$ cat src/rtl/mem_arb_pkg.sv
// Shared types and constants for the memory port arbiter.
package mem_arb_pkg;

  typedef enum logic [1:0] {
    ST_IDLE  = 2'd0,
    ST_ISSUE = 2'd1,
    ST_WAIT  = 2'd2,
    ST_DONE  = 2'd3
  } state_t;

  // Owner encoding of the latched grant
  localparam logic OWN_IF = 1'b0;
  localparam logic OWN_DM = 1'b1;

  // Wait counter width; LAT must fit (1..15)
  localparam int CNT_W = 4;

endpackage

$ cat src/rtl/mem_port_arbiter_if.sv
// Bus bundle between the pipeline ports, the arbiter and the memory macro.
// slave  : the arbiter's view (takes requests, drives the memory)
// master : the environment's view (requesters and memory)
interface mem_port_arbiter_if #(
  parameter int AW = 16,
  parameter int DW = 16
);
  logic          if_req;
  logic [AW-1:0] if_addr;
  logic          if_ack;
  logic [DW-1:0] if_rdata;

  logic          dm_req;
  logic          dm_we;
  logic [AW-1:0] dm_addr;
  logic [DW-1:0] dm_wdata;
  logic          dm_ack;
  logic [DW-1:0] dm_rdata;

  logic          mem_en;
  logic          mem_we;
  logic [AW-1:0] mem_addr;
  logic [DW-1:0] mem_wdata;
  logic [DW-1:0] mem_rdata;

  logic          busy;

  modport slave (
    input  if_req, if_addr, dm_req, dm_we, dm_addr, dm_wdata, mem_rdata,
    output if_ack, if_rdata, dm_ack, dm_rdata,
    output mem_en, mem_we, mem_addr, mem_wdata, busy
  );

  modport master (
    output if_req, if_addr, dm_req, dm_we, dm_addr, dm_wdata, mem_rdata,
    input  if_ack, if_rdata, dm_ack, dm_rdata,
    input  mem_en, mem_we, mem_addr, mem_wdata, busy
  );

endinterface

$ cat src/rtl/mem_port_arbiter_arb_pick.sv
// Combinational owner selection: DM wins unless the fairness force bit
// hands the slot to a waiting IF. A port whose own ack is in progress is
// masked so a lingering req is not mistaken for a fresh request.
module arb_pick
  import mem_arb_pkg::*;
(
  input  logic if_req,
  input  logic dm_req,
  input  logic if_mask,
  input  logic dm_mask,
  input  logic force_if,
  output logic grant_valid,
  output logic grant_owner
);

  logic if_ok;
  logic dm_ok;

  assign if_ok = if_req & ~if_mask;
  assign dm_ok = dm_req & ~dm_mask;

  // Pick the owner from the eligible requests
  always_comb begin
    grant_valid = if_ok | dm_ok;
    grant_owner = OWN_IF;
    if (dm_ok && !(force_if && if_ok)) begin
      grant_owner = OWN_DM;
    end
  end

endmodule

$ cat src/rtl/mem_port_arbiter.sv
// Shares one single-ported memory between instruction fetch and data access.
// Each grant owns the memory for IDLE -> ISSUE -> WAIT(LAT) -> DONE, and the
// owner receives a one-cycle ack with the captured read data.
// Optional fairness (bounded IF starvation) is enabled by defining ARB_FAIR_EN.
module mem_port_arbiter
  import mem_arb_pkg::*;
#(
  parameter int AW         = 16,
  parameter int DW         = 16,
  parameter int LAT        = 2,
  parameter int STARVE_MAX = 4
) (
  input  logic               clk,
  input  logic               rst,
  mem_port_arbiter_if.slave  bus
);

  localparam logic [CNT_W-1:0] LAT_LOAD = CNT_W'(LAT);

  state_t           state_reg, state_next;
  logic             owner_reg, owner_next;
  logic [AW-1:0]    addr_reg, addr_next;
  logic             we_reg, we_next;
  logic [DW-1:0]    wdata_reg, wdata_next;
  logic [DW-1:0]    rdata_reg, rdata_next;
  logic [CNT_W-1:0] cnt_reg, cnt_next;

  logic grant_valid;
  logic grant_owner;
  logic if_mask;
  logic dm_mask;
  logic force_if;

  // A port is ineligible during its own ack cycle
  assign if_mask = (state_reg == ST_DONE) && (owner_reg == OWN_IF);
  assign dm_mask = (state_reg == ST_DONE) && (owner_reg == OWN_DM);

  arb_pick u_pick (
    .if_req      (bus.if_req),
    .dm_req      (bus.dm_req),
    .if_mask     (if_mask),
    .dm_mask     (dm_mask),
    .force_if    (force_if),
    .grant_valid (grant_valid),
    .grant_owner (grant_owner)
  );

`ifdef ARB_FAIR_EN
  localparam int SW = $clog2(STARVE_MAX + 1);

  logic [SW-1:0] starve_reg, starve_next;

  // Count DM grants taken while IF waits; any IF grant or idle IF clears it
  always_comb begin
    starve_next = starve_reg;
    if (state_reg == ST_IDLE) begin
      if (!bus.if_req) begin
        starve_next = '0;
      end else if (grant_valid) begin
        starve_next = (grant_owner == OWN_IF) ? '0 : starve_reg + SW'(1);
      end
    end
  end

  // Starve counter register
  always_ff @(posedge clk or posedge rst) begin
    if (rst) begin
      starve_reg <= '0;
    end else begin
      starve_reg <= starve_next;
    end
  end

  assign force_if = (starve_reg == SW'(STARVE_MAX));
`else
  // Strict DM priority: STARVE_MAX has no effect, the force bit stays low
  assign force_if = 1'b0 & (STARVE_MAX > 0);
`endif

  // Next-state and datapath latch logic
  always_comb begin
    state_next = state_reg;
    owner_next = owner_reg;
    addr_next  = addr_reg;
    we_next    = we_reg;
    wdata_next = wdata_reg;
    rdata_next = rdata_reg;
    cnt_next   = cnt_reg;
    case (state_reg)
      ST_IDLE: begin
        if (grant_valid) begin
          owner_next = grant_owner;
          if (grant_owner == OWN_DM) begin
            addr_next  = bus.dm_addr;
            we_next    = bus.dm_we;
            wdata_next = bus.dm_wdata;
          end else begin
            addr_next  = bus.if_addr;
            we_next    = 1'b0;
            wdata_next = '0;
          end
          state_next = ST_ISSUE;
        end
      end
      ST_ISSUE: begin
        cnt_next   = LAT_LOAD;
        state_next = ST_WAIT;
      end
      ST_WAIT: begin
        if (cnt_reg == CNT_W'(1)) begin
          rdata_next = we_reg ? '0 : bus.mem_rdata;
          cnt_next   = '0;
          state_next = ST_DONE;
        end else begin
          cnt_next = cnt_reg - CNT_W'(1);
        end
      end
      ST_DONE: begin
        state_next = ST_IDLE;
      end
      default: begin
        state_next = ST_IDLE;
      end
    endcase
  end

  // State and latch registers; reset abandons any in-flight access
  always_ff @(posedge clk or posedge rst) begin
    if (rst) begin
      state_reg <= ST_IDLE;
      owner_reg <= OWN_IF;
      addr_reg  <= '0;
      we_reg    <= 1'b0;
      wdata_reg <= '0;
      rdata_reg <= '0;
      cnt_reg   <= '0;
    end else begin
      state_reg <= state_next;
      owner_reg <= owner_next;
      addr_reg  <= addr_next;
      we_reg    <= we_next;
      wdata_reg <= wdata_next;
      rdata_reg <= rdata_next;
      cnt_reg   <= cnt_next;
    end
  end

  // Outputs decoded from registered state; memory bus is quiet outside ISSUE
  always_comb begin
    bus.mem_en    = (state_reg == ST_ISSUE);
    bus.mem_we    = (state_reg == ST_ISSUE) && (owner_reg == OWN_DM) && we_reg;
    bus.mem_addr  = (state_reg == ST_ISSUE) ? addr_reg : '0;
    bus.mem_wdata = (state_reg == ST_ISSUE) ? wdata_reg : '0;
    bus.if_ack    = (state_reg == ST_DONE) && (owner_reg == OWN_IF);
    bus.dm_ack    = (state_reg == ST_DONE) && (owner_reg == OWN_DM);
    bus.if_rdata  = bus.if_ack ? rdata_reg : '0;
    bus.dm_rdata  = bus.dm_ack ? rdata_reg : '0;
    bus.busy      = (state_reg != ST_IDLE);
  end

endmodule

$ cat src/flat_wrapper.sv
// flat-port wrapper written by rule: the top's interface ports become plain ports
module mem_port_arbiter_flat import mem_arb_pkg::*;
#(
  parameter int AW         = 16,
  parameter int DW         = 16,
  parameter int LAT        = 2,
  parameter int STARVE_MAX = 4
)
  (clk, rst, bus_if_req, bus_if_addr, bus_dm_req, bus_dm_we, bus_dm_addr, bus_dm_wdata, bus_mem_rdata, bus_if_ack, bus_if_rdata, bus_dm_ack, bus_dm_rdata, bus_mem_en, bus_mem_we, bus_mem_addr, bus_mem_wdata, bus_busy);
  mem_port_arbiter_if #(.AW(AW), .DW(DW)) bus_i ();
  input  logic clk;
  input  logic rst;
  input wire logic [$bits(bus_i.if_req)-1:0] bus_if_req;
  input wire logic [$bits(bus_i.if_addr)-1:0] bus_if_addr;
  input wire logic [$bits(bus_i.dm_req)-1:0] bus_dm_req;
  input wire logic [$bits(bus_i.dm_we)-1:0] bus_dm_we;
  input wire logic [$bits(bus_i.dm_addr)-1:0] bus_dm_addr;
  input wire logic [$bits(bus_i.dm_wdata)-1:0] bus_dm_wdata;
  input wire logic [$bits(bus_i.mem_rdata)-1:0] bus_mem_rdata;
  output wire logic [$bits(bus_i.if_ack)-1:0] bus_if_ack;
  output wire logic [$bits(bus_i.if_rdata)-1:0] bus_if_rdata;
  output wire logic [$bits(bus_i.dm_ack)-1:0] bus_dm_ack;
  output wire logic [$bits(bus_i.dm_rdata)-1:0] bus_dm_rdata;
  output wire logic [$bits(bus_i.mem_en)-1:0] bus_mem_en;
  output wire logic [$bits(bus_i.mem_we)-1:0] bus_mem_we;
  output wire logic [$bits(bus_i.mem_addr)-1:0] bus_mem_addr;
  output wire logic [$bits(bus_i.mem_wdata)-1:0] bus_mem_wdata;
  output wire logic [$bits(bus_i.busy)-1:0] bus_busy;
  assign bus_i.if_req = bus_if_req;
  assign bus_i.if_addr = bus_if_addr;
  assign bus_i.dm_req = bus_dm_req;
  assign bus_i.dm_we = bus_dm_we;
  assign bus_i.dm_addr = bus_dm_addr;
  assign bus_i.dm_wdata = bus_dm_wdata;
  assign bus_i.mem_rdata = bus_mem_rdata;
  assign bus_if_ack = bus_i.if_ack;
  assign bus_if_rdata = bus_i.if_rdata;
  assign bus_dm_ack = bus_i.dm_ack;
  assign bus_dm_rdata = bus_i.dm_rdata;
  assign bus_mem_en = bus_i.mem_en;
  assign bus_mem_we = bus_i.mem_we;
  assign bus_mem_addr = bus_i.mem_addr;
  assign bus_mem_wdata = bus_i.mem_wdata;
  assign bus_busy = bus_i.busy;
  mem_port_arbiter #(.AW(AW), .DW(DW), .LAT(LAT), .STARVE_MAX(STARVE_MAX)) u_core (.clk(clk), .rst(rst), .bus(bus_i));
endmodule
$ cat config.mk
export PLATFORM = sky130hd
export DESIGN_NAME = mem_port_arbiter_flat
export DESIGN_NICKNAME = d
export VERILOG_FILES = /design/src/rtl/mem_arb_pkg.sv /design/src/rtl/mem_port_arbiter_if.sv /design/src/rtl/mem_port_arbiter_arb_pick.sv /design/src/rtl/mem_port_arbiter.sv /design/src/flat_wrapper.sv
export SDC_FILE = /design/constraint.sdc
export NUM_CORES = 1
export LEC_CHECK = 0
export CAP_MARGIN = 20
export CORE_MARGIN = 3
export CORE_UTILIZATION = 45
export DETAILED_ROUTE_END_ITERATION = 8
export PLACE_DENSITY = 0.95
export SLEW_MARGIN = 30
export SYNTH_ARGS = -nofsm -noshare
export SYNTH_HDL_FRONTEND = slang
export SYNTH_SLANG_ARGS = --single-unit
$ cat constraint.sdc
create_clock -name clk -period 4.4 [get_ports clk]
set_clock_uncertainty 0.1 [all_clocks]
set_input_delay 1.32 -clock clk [delete_from_list [all_inputs] [get_ports clk]]
set_output_delay 1.32 -clock clk [all_outputs]
set_load 0.005 [all_outputs]
; Yosys cells after proc, flatten, opt, wreduce, memory -nomap -nowiden
; Index checks and enable logic that the tools add are counted.
[totals]
reg_bits = 56
wordCells = 44
input_bits = 69
output_inout_bits = 69
[classes]
n_bitwise = 6
muxes = 14
eq_ne = 6
n_addsub = 1
reduce_logical = 10
[ops]
columns = cell, n
row1 = 2-to-1 mux 16 bit, 7
row2 = one-hot mux 2 bit (4 select lines), 1
row3 = one-hot mux 4 bit (2 select lines), 1
row4 = AND reduction 2 bit, 3
row5 = equality test 2 bit (second input constant), 2
row6 = equality test 4 x 1 -> 1 bit (second input constant), 1
row7 = logical AND 1 bit, 4
row8 = 2-to-1 mux 2 bit, 2
row9 = 2-to-1 mux 4 bit, 1
row10 = inequality test 2 x 1 -> 1 bit (second input constant), 2
row11 = nonzero test 2 bit, 2
row12 = subtractor 4 x 1 -> 4 bit (second input constant), 1
row13 = inverter 1 bit, 3
row14 = AND 1 bit, 2
row15 = equality test 2 x 1 -> 1 bit (second input constant), 1
row16 = logical NOT 2 bit, 1
row17 = 2-to-1 mux 1 bit, 2
row18 = bitwise OR 1 bit, 1

; Longest topological paths before layout
; Gate-level depths: netlist (run 1).
[depth]
ltp_word = 7
mapped_depth = 8
mapped_depth_nobuf = 5

; Cells and area by module
; Synthesis (run 1) repeated with hierarchy kept, for this count alone.
[hier_totals]
cells_unflattened = 339
hier_area_um2 = 2992.9
[by_module_without_submodules]
columns = module, area_each_um2, n_inst, seq_area_each_um2, cells_each
row1 = mem_port_arbiter, 2954.1, 1, 1401.3, 334
row2 = arb_pick, 38.8, 1, 0.0, 5

; Worst setup path before layout (run 1)
; No wires, ideal clock.
[synth_path]
kind = reg2out
startpoint = register u_core.state_reg[0]
endpoint = output bus_if_rdata[10]
t_arrival_ns = 1.329
path_stages_with_launch = 6
path_slack_ns = 1.651
n_path_buf = 2
t_required_ns = 2.980
path_cell_list = dfrtp_1 ha_1 buf_6 nor2b_1 clkbuf_1 and2_1
[synth_via]
elab_chain_cells = 3
[synth_rtl]
columns = element, line
row1 = start: declaration, mem_port_arbiter.sv:20  ; state_t state_reg, state_next;
row2 = start signal: assignment, mem_port_arbiter.sv:138  ; state_reg <= state_next;
row3 = equality test 2 bit, mem_port_arbiter.sv:154  ; bus.if_ack = (state_reg == ST_DONE) && (owner_reg == OWN_IF);
row4 = logical AND 1 bit, mem_port_arbiter.sv:154
row5 = net bus_if_ack, flat_wrapper.sv:20  ; output wire logic [$bits(bus_i.if_ack)-1:0] bus_if_ack;
row6 = 2-to-1 mux 16 bit, mem_port_arbiter.sv:156  ; bus.if_rdata = bus.if_ack ? rdata_reg : '0;
row7 = end: declaration, flat_wrapper.sv:21  ; output wire logic [$bits(bus_i.if_rdata)-1:0] bus_if_rdata;
; The timed path passes the listed nets, and every way through them passes these cells.

; Final worst setup path (run 1)
[layout_path]
startpoint = register u_core.state_reg[0]
endpoint = output bus_if_rdata[10]
[layout_via]
elab_chain_cells = 3
[layout_rtl]
columns = element, line
row1 = equality test 2 bit, mem_port_arbiter.sv:154
row2 = logical AND 1 bit, mem_port_arbiter.sv:154
row3 = 2-to-1 mux 16 bit, mem_port_arbiter.sv:156
; No other way between the ends.

==> results.yml, run 1 <==
run_status:
  run_status: "finished, final reports clean"
routing:
  vias_per_cell: 5.16
  first_iter_violations: 104
  count_of_antenna_violating_nets_left_after_detailed_routing: 0
  route.vias.total: 2494
  drt_wl_total_um: 7420
  routedWlPerCell_um: 15.4
  first_pass_iters: 4
  detail_route.drc_violations: 0
critical_path:
  worst-setup-path-type: "reg2out"
  worst_setup_start_kind: "register"
  crit_end_category: "output port"
  crit_path_cell_trace: "ha_1 > nor2b_1 > and2_1 > clkdlybuf4s50_1"
  worst_path_max_delay_cell: "sky130_fd_sc_hd__nor2b_1"
  worst-endpoint-arrival_ns: 2.59
  slowest_delay_ns: 0.65
  worst_ep_required_time_ns: 2.98
  timing.critical_path.fanout_max: 20
finish:
  area_growth_from_synthesis_to_layout_pct: 49.3
  final_layout_size_suffix_gt1_frac: 0.116
  design.final.nets: 481
  number_of_antenna_cells_inserted: 0
  final_util: 0.703
global_routing:
  global_route_wire_length_before_repair_um: 11800
  antenna_found_initial: 0
  grt_start_max_net_pins: 57
  grt_use_total: 0.198
  gr-total-overflow: 0
  first_global_vias: 2510
synthesis:
  ys_seq_area_frac: 0.463
  yosys_warnings: 0
  syn-instance-count: 277
  synth_top_area_share: 0.463
  synthesis.area_per_instance_um2: 10.9
  most_instantiated_library_cell_after_synthesis: "sky130_fd_sc_hd__dfrtp_1"
  synth_nets: 353
  synth.ff_latch_count: 56
  synth_enable_flop_cells: 0
  synthTopCellsByCount: "56 x sky130_fd_sc_hd__dfrtp_1, 49 x sky130_fd_sc_hd__and2_1, 20 x sky130_fd_sc_hd__mux2_2"
  synthTopCellsByArea: "sky130_fd_sc_hd__dfrtp_1 46%, sky130_fd_sc_hd__and2_1 10%, sky130_fd_sc_hd__mux2_2 7.4%"
  netlist_area_pre_place_um2: 3020
  synth_cell_type_count: 32
  synth_largest_area_cell: "sky130_fd_sc_hd__dfrtp_1"
  ys_async_sr_fraction: 1.00
  synth-main-ff-cell: "sky130_fd_sc_hd__dfrtp_1"
job:
  max-cap-violations: 0
clocking:
  post-cts-setup-buffers: 0
  post_cts_hold_buffer_count: 0
  tritoncts.num_buffers: 5
  cts.clk_slew.worst_paths_ns: 0.10
  max-clock-path-buffers: 2
  worstSkewPairLatency_ns: 0.31
  tritoncts_num_sinks: 56
  cts_tree: "done"
  clockRootBuffer: "sky130_fd_sc_hd__clkbuf_8"
  post_cts_resize_count: 0
  htreeDepth: 2
floorplanning:
  height_of_the_die_um: 88.0
  chipWidth_um: 88.0
  floorplan.die_area_um2: 7740
  start_util: 0.471
  core_region_area_um2: 6420
  io_pins: 138
  fp-row-count: 29
placement:
  place.detailed.hpwl_um: 5680
  portBuffers: 137
  finalWeightedCongestion: 0.779
sta:
  maxClockFrequency_mhz: 249
  hold_viol: 0
  final.period_utilization: 0.911
  report.final.setup_viol: 0
  grt_setup_unrepaired: "false"
  post-route-min-period_ns: 4.01
  timing.max_slew.rel_slack: 0.521
  setup_total_negative_slack_ns: 0
  worst_slew_pin_slew_ns: 0.718
  slew_violations: 0
min_path:
  worst_hold_path_type: "reg2reg"
power_and_ir_drop:
  vdd_drop_max_mv: 0.262
  static-leakage-power_uw: 0.00203
  power_density_nw_per_um2: 560
routing by layer:
| metal | wire length (um) | global-route usage | part of all wire |
|---|---|---|---|
| met5 | 0 | 0 | 0 |
| met4 | 119 | 0.0600 | 0.016 |
| met2 | 3870 | 0.357 | 0.52 |
| met3 | 571 | 0.0499 | 0.077 |
| met1 | 2860 | 0.230 | 0.39 |
worst paths after layout:
kind | start | slack (ns) | endpoint | cells past startpoint
min in group asynchronous | rst | 1.35 | u_core.addr_reg[0] | 2
max in group asynchronous | rst | 2.40 | u_core.rdata_reg[2] | 2
min | u_core.wdata_reg[8] | 0.41 | u_core.wdata_reg[8] | 1
max | u_core.state_reg[0] | 0.39 | bus_if_rdata[10] | 4
max reg2reg | u_core.state_reg[0] | 1.69 | u_core.addr_reg[12] | 5
min reg2reg | u_core.wdata_reg[8] | 0.41 | u_core.wdata_reg[8] | 1
cell type report:
| class | count | area (um2) |
|---|---|---|
| clock buffer | 6 | 82.6 |
| clock inverter | 2 | 13.8 |
| fill | 478 | 1910 |
| inverter | 8 | 32.5 |
| multi-input combinational | 194 | 1480 |
| sequential | 56 | 1400 |
| tap | 77 | 96.3 |
| timing repair buffer | 140 | 1410 |
where the power goes:
| part | switching [uW] | internal, uW | total (uW) | leakage [uW] |
|---|---|---|---|---|
| Sequential | 181 | 757 | 939 | 0.000666 |
| Clock | 168 | 129 | 297 | 0.0000516 |
| Combinational | 490 | 803 | 1290 | 0.00131 |
through the flow:
stage	instances	cell area (um2)	power (uW)	hold slack [ns]	setup slack, ns
2_1_floorplan	277	3020	1670	0.355	1.61
3_3_place_gp	475	4410	2180	0.373	0.863
3_5_place_dp	475	4420	2250	0.387	0.733
4_1_cts	483	4520	2560	0.410	0.372
5_1_grt	483	4520	2730	0.426	0.0870
6_report	483	4520	2530	0.406	0.392
placed cells by master (no fill, tap or decap), types with 2 or more instances in the layout:
| master | instances |
|---|---|
| sky130_fd_sc_hd__a22o_1 | 18 |
| sky130_fd_sc_hd__and2_1 | 49 |
| sky130_fd_sc_hd__and3_1 | 17 |
| sky130_fd_sc_hd__buf_4 | 2 |
| sky130_fd_sc_hd__clkbuf_8 | 6 |
| sky130_fd_sc_hd__clkdlybuf4s50_1 | 137 |
| sky130_fd_sc_hd__dfrtp_1 | 56 |
| sky130_fd_sc_hd__ha_1 | 7 |
| sky130_fd_sc_hd__inv_1 | 7 |
| sky130_fd_sc_hd__mux2_2 | 20 |
| sky130_fd_sc_hd__mux2_4 | 12 |
| sky130_fd_sc_hd__nand2_1 | 16 |
| sky130_fd_sc_hd__nand2b_1 | 18 |
| sky130_fd_sc_hd__nor2b_1 | 2 |
| sky130_fd_sc_hd__o21ai_0 | 18 |
| sky130_fd_sc_hd__o2bb2ai_1 | 2 |
critical path: cells and delay by family, from the launching register on:
kind | cells | cell delay (ns)
adder cells (fa/ha/maj) | 1 | 0.48
AND/OR/NAND/NOR | 2 | 0.87
buffers and inverters | 1 | 0.50
flip-flops | 1 | 0.42
kinds of logic (layout without fill, tap and decap cells):
family	count (synthesis)	in the layout	share of synthesized area
mux	34	34	0.141
compound gates	44	44	0.105
flops	56	56	0.463
simple gates	109	109	0.213
buf+inv	27	156	0.0480
fa+ha+maj	7	7	0.0290
No activity file was read; power rests on OpenSTA's default activity.
==> run 2: changes to the inputs <==
Settings changed: ABC_AREA set to 1, CAP_MARGIN 20 to unset, CORE_UTILIZATION 45 to 46.
==> results.yml, run 2 <==
clocking:
  post_cts_resize_count: 0
  tritoncts_num_sinks: 56
  htreeDepth: 2
  clockRootBuffer: "sky130_fd_sc_hd__clkbuf_8"
  tritoncts.num_buffers: 5
  max-clock-path-buffers: 2
  post_cts_hold_buffer_count: 0
  worstSkewPairLatency_ns: 0.30
  cts_tree: "done"
  post-cts-setup-buffers: 0
  cts.clk_slew.worst_paths_ns: 0.09
sta:
  grt_setup_unrepaired: "false"
  post-route-min-period_ns: 3.78
  timing.max_slew.rel_slack: 0.418
  maxClockFrequency_mhz: 265
  final.period_utilization: 0.858
  worst_slew_pin_slew_ns: 0.870
  report.final.setup_viol: 0
  post-route-worst-setup-slack_ns: 0.623
  slew_violations: 0
  setup_total_negative_slack_ns: 0
  hold_viol: 0
synthesis:
  synth_nets: 505
  syn-instance-count: 429
  synth.ff_latch_count: 56
  netlist_area_pre_place_um2: 3110
  synthTopCellsByCount: "127 x sky130_fd_sc_hd__nand2_1, 77 x sky130_fd_sc_hd__inv_1, 56 x sky130_fd_sc_hd__dfrtp_1"
  synth_cell_type_count: 24
  synth_enable_flop_cells: 0
  synthesis.area_per_instance_um2: 7.24
  ys_async_sr_fraction: 1.00
  synthTopCellsByArea: "sky130_fd_sc_hd__dfrtp_1 45%, sky130_fd_sc_hd__nand2_1 15%, sky130_fd_sc_hd__inv_1 9.3%"
  ys_seq_area_frac: 0.451
  synth_top_area_share: 0.451
  synth_largest_area_cell: "sky130_fd_sc_hd__dfrtp_1"
  synth-main-ff-cell: "sky130_fd_sc_hd__dfrtp_1"
  most_instantiated_library_cell_after_synthesis: "sky130_fd_sc_hd__nand2_1"
  yosys_warnings: 0
min_path:
  holdCritStartpoint: "u_core.addr_reg[10]"
  min_path_cells: 2
  hold_end: "u_core.addr_reg[10]"
  worst_hold_path_type: "reg2reg"
finish:
  final_cells: 630
  area_growth_from_synthesis_to_layout_pct: 47.2
  multiInputGateArea_um2: 1280
  fill_cells: 515
  final_util: 0.708
  layout_common_cells: "137 x sky130_fd_sc_hd__clkdlybuf4s50_1, 127 x sky130_fd_sc_hd__nand2_1, 76 x sky130_fd_sc_hd__inv_1"
  final_layout_size_suffix_gt1_frac: 0.0362
  design.final.nets: 628
  register_area_um2: 1400
  layout.cells.most_common: "sky130_fd_sc_hd__clkdlybuf4s50_1"
  number_of_antenna_cells_inserted: 0
routing:
  route.vias.total: 3163
  vias_per_cell: 5.02
  first_pass_iters: 5
  drt_wl_total_um: 8570
  first_iter_violations: 229
  detail_route.drc_violations: 0
  count_of_antenna_violating_nets_left_after_detailed_routing: 0
  routedWlPerCell_um: 13.6
global_routing:
  global_route_wire_length_before_repair_um: 13600
  grt_use_total: 0.220
  first_global_vias: 2982
  gr-total-overflow: 0
  grt_start_max_net_pins: 57
  antenna_found_initial: 0
power_and_ir_drop:
  power_density_nw_per_um2: 543
  vdd_drop_max_mv: 0.270
  static-leakage-power_uw: 0.00246
placement:
  preCtsSetupSlack_ns: 0.956
  placed_cells_incl_taps: 622
  finalWeightedCongestion: 0.841
  portBuffers: 137
  place.detailed.hpwl_um: 6380
critical_path:
  r2r_depth: 7
  worst_setup_path_start: "u_core.state_reg[1]"
  worst_setup_start_kind: "register"
  crit_end_category: "output port"
  timing.rr.end: "u_core.wdata_reg[9]"
  worst-setup-path-type: "reg2out"
  worst_ep_required_time_ns: 2.98
  regToRegStartpoint: "u_core.state_reg[0]"
  reg2reg_slack_ns: 2.30
  worst-endpoint-arrival_ns: 2.36
  timing.critical_path.fanout_max: 20
run_status:
  run_status: "finished, final reports clean"
floorplanning:
  height_of_the_die_um: 88.2
  chipWidth_um: 88.2
  fp-row-count: 29
  io_pins: 138
  core_region_area_um2: 6460
  floorplan.die_area_um2: 7780
  start_util: 0.481
job:
  max-cap-violations: 0
run 2: changes by cell type after synthesis, moves of 5 or more:
cell	before	now
sky130_fd_sc_hd__a22o_1	18	0
sky130_fd_sc_hd__and2_1	49	0
sky130_fd_sc_hd__and3_1	17	0
sky130_fd_sc_hd__buf_2	2	7
sky130_fd_sc_hd__inv_1	8	77
sky130_fd_sc_hd__mux2_2	20	0
sky130_fd_sc_hd__mux2_4	12	0
sky130_fd_sc_hd__nand2_1	16	127
sky130_fd_sc_hd__nand2b_1	18	0
sky130_fd_sc_hd__nand3_1	1	55
sky130_fd_sc_hd__nor2_1	1	36
sky130_fd_sc_hd__o21ai_1	0	13
run 2: power breakdown:
part           internal, uW  switching (uW)
Combinational           590             712
Sequential              741             119
Clock                   169             156
Total                  1500             986
run 2: worst max-delay path by stage:
stage	endpoint	slack, ns	cells past startpoint
after floorplan	u_core.addr_reg[0]	1.61	1
after global placement	bus_mem_addr[3]	1.07	6
after detailed placement	bus_mem_addr[2]	0.96	6
after CTS	bus_mem_addr[3]	0.61	6
after global routing	bus_mem_addr[13]	0.46	6
final	bus_mem_addr[3]	0.62	6
run 2: final cells by class:
type,count,area share
clock buffers,6,0.0159
clock inverters,2,0.00766
inverters,79,0.0654
multi-input cells,271,0.281
flip-flops and latches,56,0.306
well taps,77,0.0211
repair buffers,139,0.303
run 2: cells by family (layout without fill, tap and decap cells):
kind of cell             after synthesis  after routing  share of synthesized area
AND/OR/NAND/NOR                      227            227                      0.323
AO/OA/AOI/OAI                         37             37                     0.0608
adder cells (fa/ha/maj)                7              7                     0.0282
buffers and inverters                102            226                      0.137
flip-flops                            56             56                      0.451
run 2: through the flow:
| step | total power [uW] | instance area (um2) | hold WS, ns |
|---|---|---|---|
| 5_1_grt | 2690 | 4580 | 0.428 |
| 4_1_cts | 2490 | 4570 | 0.396 |
| 6_report | 2490 | 4580 | 0.392 |
| 2_1_floorplan | 1600 | 3110 | 0.349 |
| 3_5_place_dp | 2170 | 4460 | 0.374 |
| 3_3_place_gp | 2090 | 4460 | 0.362 |
run 2: routing by layer:
| layer | up-vias | GRT usage | wire length, um |
|---|---|---|---|
| li1 | 1539 | - | - |
| met1 | 1449 | 0.263 | 3340 |
| met4 | 0 | 0.0604 | 178 |
| met5 | - | 0 | 0 |
| met2 | 151 | 0.402 | 4400 |
| met3 | 24 | 0.0405 | 654 |
run 2: worst max-delay path, stage by stage (launching register included):
cell and delay [ns]:
sky130_fd_sc_hd__dfrtp_1 0.42, sky130_fd_sc_hd__inv_1 0.12, sky130_fd_sc_hd__ha_1 0.51, sky130_fd_sc_hd__buf_4 0.36, sky130_fd_sc_hd__nand2_1 0.08, sky130_fd_sc_hd__inv_1 0.07, sky130_fd_sc_hd__clkdlybuf4s50_1 0.50
